File: src/rtl/mmio_pkg.sv
// Register offsets and debounce state encoding for the MMIO responder window.
// The cpucore test programs use these same offsets.
package mmio_pkg;

    localparam logic [7:0] OFF_LED       = 8'h00;
    localparam logic [7:0] OFF_HEX       = 8'h04;
    localparam logic [7:0] OFF_BTN_LEVEL = 8'h08;
    localparam logic [7:0] OFF_BTN_EDGE  = 8'h0C;
    localparam logic [7:0] OFF_TIMER     = 8'h10;
    localparam logic [7:0] OFF_TIMER_CMP = 8'h14;
    localparam logic [7:0] OFF_STATUS    = 8'h18;

    typedef enum logic {
        DB_STABLE   = 1'b0,
        DB_COUNTING = 1'b1
    } db_state_e;

endpackage

File: src/rtl/btn_debounce.sv
// One push button: 2-FF synchronizer, stability counter and STABLE/COUNTING FSM.
// rise is a one-cycle pulse coincident with the edge that flips level 0->1.
module btn_debounce
    import mmio_pkg::*;
#(
    parameter logic [19:0] DEBOUNCE_CYCLES = 20'd100000
) (
    input  logic CLK,
    input  logic reset,
    input  logic btn,
    output logic level,
    output logic rise
);

    localparam int CW = $clog2(DEBOUNCE_CYCLES);
    localparam logic [CW-1:0] CNT_LAST = CW'(DEBOUNCE_CYCLES - 20'd1);

    logic [1:0]    sync;
    db_state_e     state;
    logic [CW-1:0] cnt;
    logic          differ;
    logic          flip;

    assign differ = sync[1] ^ level;
    assign flip   = (state == DB_COUNTING) && differ && (cnt == CNT_LAST);
    // Combinational so the edge-capture register sets on the same edge as level.
    assign rise   = flip && !level;

    always_ff @(posedge CLK) begin
        if (reset) begin
            sync  <= '0;
            state <= DB_STABLE;
            cnt   <= '0;
            level <= 1'b0;
        end else begin
            sync <= {sync[0], btn};
            case (state)
                DB_STABLE: begin
                    cnt <= '0;
                    if (differ) state <= DB_COUNTING;
                end
                DB_COUNTING: begin
                    if (!differ) begin
                        state <= DB_STABLE;
                        cnt   <= '0;
                    end else if (cnt == CNT_LAST) begin
                        level <= ~level;
                        state <= DB_STABLE;
                        cnt   <= '0;
                    end else begin
                        cnt <= cnt + 1'b1;
                    end
                end
                default: begin
                    state <= DB_STABLE;
                    cnt   <= '0;
                end
            endcase
        end
    end

endmodule

File: src/rtl/mmio_responder.sv
// MMIO register window on the cpucore data bus: LED/HEX display registers,
// debounced buttons with edge capture, and a free-running timer with compare flag.
module mmio_responder
    import mmio_pkg::*;
#(
    parameter logic [31:0] BASE_ADDR       = 32'hFFFF_FF00,
    parameter int          NBTN            = 4,
    parameter logic [19:0] DEBOUNCE_CYCLES = 20'd100000
) (
    input  logic            CLK,
    input  logic            reset,
    input  logic [31:0]     addr,
    input  logic            read,
    input  logic            write,
    input  logic [31:0]     wdata,
    output logic [31:0]     rdata,
    output logic            hit,
    input  logic [NBTN-1:0] btn_in,
    output logic [3:0]      led,
    output logic [23:0]     hex,
    output logic            timer_irq
);

    logic [7:0]      off;
    logic            we;
    logic [NBTN-1:0] btn_level;
    logic [NBTN-1:0] btn_rise;
    logic [NBTN-1:0] btn_edge;
    logic [31:0]     timer;
    logic [31:0]     timer_cmp;

    assign hit = (addr[31:8] == BASE_ADDR[31:8]);
    assign off = addr[7:0] & 8'hFC;
    assign we  = write && hit;

    for (genvar i = 0; i < NBTN; i++) begin : g_btn
        btn_debounce #(
            .DEBOUNCE_CYCLES(DEBOUNCE_CYCLES)
        ) u_db (
            .CLK  (CLK),
            .reset(reset),
            .btn  (btn_in[i]),
            .level(btn_level[i]),
            .rise (btn_rise[i])
        );
    end

    always_ff @(posedge CLK) begin
        if (reset) begin
            led       <= '0;
            hex       <= '0;
            btn_edge  <= '0;
            timer     <= '0;
            timer_cmp <= '0;
            timer_irq <= 1'b0;
        end else begin
            if (we && off == OFF_LED)       led       <= wdata[3:0];
            if (we && off == OFF_HEX)       hex       <= wdata[23:0];
            if (we && off == OFF_TIMER_CMP) timer_cmp <= wdata;

            if (we && off == OFF_TIMER) timer <= wdata;
            else                        timer <= timer + 32'd1;

            // A new set in the same cycle as a W1C keeps the bit set.
            if (we && off == OFF_BTN_EDGE)
                btn_edge <= (btn_edge & ~wdata[NBTN-1:0]) | btn_rise;
            else
                btn_edge <= btn_edge | btn_rise;

            if (timer == timer_cmp)
                timer_irq <= 1'b1;
            else if (we && off == OFF_STATUS && wdata[0])
                timer_irq <= 1'b0;
        end
    end

    // read only expresses intent; load data is purely a decode of the registers.
    always_comb begin
        rdata = '0;
        if (hit) begin
            case (off)
                OFF_LED:       rdata = {28'd0, led};
                OFF_HEX:       rdata = {8'd0, hex};
                OFF_BTN_LEVEL: rdata = 32'(btn_level);
                OFF_BTN_EDGE:  rdata = 32'(btn_edge);
                OFF_TIMER:     rdata = timer;
                OFF_TIMER_CMP: rdata = timer_cmp;
                OFF_STATUS:    rdata = {31'd0, timer_irq};
                default:       rdata = '0;
            endcase
        end
    end

    logic unused_read;
    assign unused_read = read;

endmodule

File: config.mk
export PLATFORM = sky130hd
export DESIGN_NAME = mmio_responder
export DESIGN_NICKNAME = d
export VERILOG_FILES = /design/src/rtl/mmio_pkg.sv /design/src/rtl/btn_debounce.sv /design/src/rtl/mmio_responder.sv
export SDC_FILE = /design/constraint.sdc
export NUM_CORES = 1
export LEC_CHECK = 0
export ABC_CLOCK_PERIOD_IN_PS = 3200
export CORE_MARGIN = 2
export CORE_UTILIZATION = 50
export DETAILED_ROUTE_END_ITERATION = 6
export PLACE_DENSITY = 0.73
export RECOVER_POWER = 25
export SKIP_CTS_REPAIR_TIMING = 1
export SLEW_MARGIN = 30
export SYNTH_ARGS = -nofsm -noshare
export SYNTH_HDL_FRONTEND = slang
export SYNTH_HIERARCHICAL = 1
export SYNTH_SLANG_ARGS = --single-unit
File: constraint.sdc
create_clock -name CLK -period 3.2 [get_ports CLK]
set_clock_uncertainty 0.15 [all_clocks]
set_input_delay 0.8 -clock CLK [delete_from_list [all_inputs] [get_ports CLK]]
set_output_delay 0.8 -clock CLK [all_outputs]
set_load 0.005 [all_outputs]
==> flow_summary.ini, run 1 <==
[run_status]
status = finished, violations left
violations = negative setup slack

[cells_and_area]
area_delta_synth_final_pct = 28.4
fillers = 1433
fin_cells = 1465
final_area_um2 = 11500
drive_above_1_share_pct = 13.5
layout.nets = 1306
post-route-util_pct = 65.9

[floorplanning]
ios = 134
core_area_um2 = 17400
dieArea_um2 = 19000
die_w_um = 138
die_h_um = 138
rows = 48
start_util_pct = 51.3

[route]
vias = 8332
dr_wl_met2_um = 11800
totalWireLength_um = 24400
dr_wl_met3_um = 1660
first_iter_violations = 578
met1Wirelength_um = 10400
detail-route-antenna-nets = 0
wl_per_cell_um = 16.7
firstDrtPassIters = 7
drc = 0
vias_per_cell = 5.69
top_layer = met4

[clocking]
clock-sinks = 181
cts-htree-levels = 4
cts_max_path_buffers = 2
clkTransAtPathRegs_ns = 0.06
insertion_delay_ns = 0.43
numCtsBuffers = 17
cts_tree = built
cts_root_buffer = clkbuf_16

[critical_path]
crit_chain = buf_6, or4_4, nor3_4, buf_6, a22oi_2, a21oi_2, buf_2
crit_path_top_delay_cell = or4_4
crit_arrival_ns = 2.29
setup.worst_path.start_class = input port
cpPeakStageDelay_ns = 0.57
path_max_fanout = 4
worstPathRequired_ns = 2.25
cp_common_cell = buf_6
crit_type = in -> out
rrSetupSlack_ns = 0.55
critPathCaptureType = primary output

[grt]
antenna_found_initial = 1
grt_max_degree = 64
grt_pass1_wl_um = 37800
grt.total_usage_pct = 25.2
grt_pass1_vias = 7671
overflow = 0

[timing]
worst_pin_slew_ns = 1.12
min_period_over_period_pct = 101
rsz0062_at_grt = yes
report.final.slew_viol_count = 0
hold_viol = 0
fmax_mhz = 309
final.min_clock_period_ns = 3.24
slew_headroom_pct = 25.0
setup_ws_ns = -0.0393
setup_viol = 1

[synth]
syn-num-nets = 1175
synth_top_family_by_area = simple AND/OR/NAND/NOR gates
synth_seq_cells = 181
synthSimpleGateAreaFrac_pct = 28.5
syn_area_per_cell_um2 = 8.14
syn-cell-area_um2 = 8940
synth_fa_ha_area_share_pct = 0.700
yosysSeqAreaShare_pct = 40.5
ys_types = 43
synth_compound_area_share_pct = 10.6
yosysWarnings = 6
synthXorXnorAreaFrac_pct = 12.3
synthCells = 1098
synthMuxAreaShare_pct = 3.25

[power_and_ir_drop]
power-per-cell-area_nw_per_um2 = 399
vdd_ir_drop_max_mv = 0.401
leakage_nw = 3.87

[placement]
port-buffer-count = 130
post_dp_cell_area_um2 = 10600
gp_congestion = 0.886
pre_cts_slack_ns = -0.763
hpwl_um = 16500
numPlacedInstances = 1425

[hold_path]
hold_path_class = reg -> reg

[flow_run]
max_cap_viol_count = 0
[synth_stat cells]
library cell,n,area share [%]
buf_2,12,0.67
and3_1,5,0.35
nor2b_1,9,0.63
buf_1,4,0.17
or4_1,4,0.34
nor3_2,2,0.22
nand3_1,32,1.8
nand3b_1,2,0.17
a21oi_1,84,4.7
xnor2_1,87,8.5
o31a_1,4,0.39
o211ai_2,4,0.56
xor2_1,39,3.8
o21ai_0,2,0.11
ha_1,5,0.70
and4_1,8,0.78
nor3_1,13,0.73
nand4_1,60,4.2
a31oi_1,1,0.070
a32oi_1,1,0.098
or3b_1,4,0.39
nand4_2,1,0.14
or3_1,4,0.28
inv_1,25,1.0
nor3_4,1,0.18
buf_6,2,0.25
nor2_1,176,7.4
a311oi_1,4,0.39
a221oi_1,3,0.29
a211oi_1,31,2.6
and2_1,5,0.35
buf_4,2,0.17
dfxtp_1,181,41
or4_4,5,0.63
or4b_2,8,0.90
o31ai_1,4,0.34
nor4_1,37,2.6
a22oi_1,12,1.0
nor4_2,1,0.14
clkbuf_1,43,1.8
mux2i_1,29,3.2
nand2_1,138,5.8
nand4bb_1,4,0.50
[through the flow]
step	total power, mW	hold WS, ns	setup TNS (ns)
2_1_floorplan	2.39	0.264	0
3_3_place_gp	2.54	0.273	-22.58
3_5_place_dp	2.54	0.281	-22.92
4_1_cts	4.63	0.296	-23.05
5_1_grt	4.73	0.309	-0.231
6_report	4.58	0.288	-0.0393
[cells by family after synthesis]
logic type | after synthesis
buffers and inverters | 88
AOI/OAI and AO/OA | 150
xor gates and xnor gates | 126
and+or+nand+nor | 519
DFF | 181
adders and majority gates | 5
muxes | 29
[power breakdown]
| group | total, mW | switching [mW] | internal, mW | leakage, nW |
|---|---|---|---|---|
| registers | 2.27 | 0.00916 | 2.26 | 1.46 |
| clock network | 2.09 | 0.836 | 1.26 | 0.281 |
| logic | 0.217 | 0.109 | 0.108 | 2.13 |
| total | 4.58 | 0.954 | 3.63 | 3.87 |
[cells in the final DEF, fill, tap and decap left out, types with 36 or more instances in the layout]
cell             count
nor2_1             148
nor4_1              36
a21oi_1             82
clkdlybuf4s50_1     66
nand4_1             60
xnor2_1             87
xor2_1              39
dfxtp_1            181
nand2_1            137
[worst max-delay path: cells and delay by family]
| kind | cells | cell delay [ns] |
|---|---|---|
| buf+inv | 3 | 0.39 |
| simple gates | 2 | 0.83 |
| compound gates | 2 | 0.27 |
[flip-flops by register name (all words and copies together) (netlist names)]
| register | cells |
|---|---|
| btn_edge | 4 |
| g_btn.u_db/cnt | 68 |
| g_btn.u_db/level | 4 |
| g_btn.u_db/state | 4 |
| g_btn.u_db/sync | 8 |
| hex | 24 |
| led | 4 |
| timer | 32 |
| timer_cmp | 32 |
| timer_irq | 1 |
[per-layer routing]
metal | vias up | track usage (%)
met4 | 0 | 9.24
li1 | 4104 | -
met2 | 265 | 42.6
met1 | 3920 | 30.7
met5 | - | 0
met3 | 43 | 6.88
[layout make-up]
class / instances / area [um^2] / area share (%)
Tap cell: 225 / 282 / 2.45
Inverter: 25 / 93.8 / 0.817
Antenna cell: 1 / 2.50 / 0.0218
Clock buffer: 21 / 460 / 4.01
Timing Repair Buffer: 175 / 1690 / 14.7
Sequential cell: 181 / 3620 / 31.6
Multi-Input combinational cell: 829 / 5200 / 45.3
Clock inverter: 8 / 128 / 1.11
[final timing paths]
path                                            start               endpoint  cells past startpoint
worst max-delay path                          addr[3]               rdata[2]                      7
worst min-delay path            g_btn[2].u_db/sync[0]  g_btn[2].u_db/sync[1]                      1
worst max register to register   g_btn[0].u_db/cnt[0]            btn_edge[0]                      7
worst min register to register  g_btn[2].u_db/sync[0]  g_btn[2].u_db/sync[1]                      1
(Power assumes the default switching activity.)
==> run 2, diff against run 1 <==
--- a/config.mk
+++ b/config.mk
@@ -8,7 +8,9 @@
 export ABC_CLOCK_PERIOD_IN_PS = 3200
 export CORE_MARGIN = 2
 export CORE_UTILIZATION = 50
+export CTS_CLUSTER_DIAMETER = 150
 export DETAILED_ROUTE_END_ITERATION = 6
+export HOLD_SLACK_MARGIN = 0.02
 export PLACE_DENSITY = 0.73
 export RECOVER_POWER = 25
 export SKIP_CTS_REPAIR_TIMING = 1
==> results of run 2 <==
The final DEF is identical to that of run 1; final timing and power are the same.
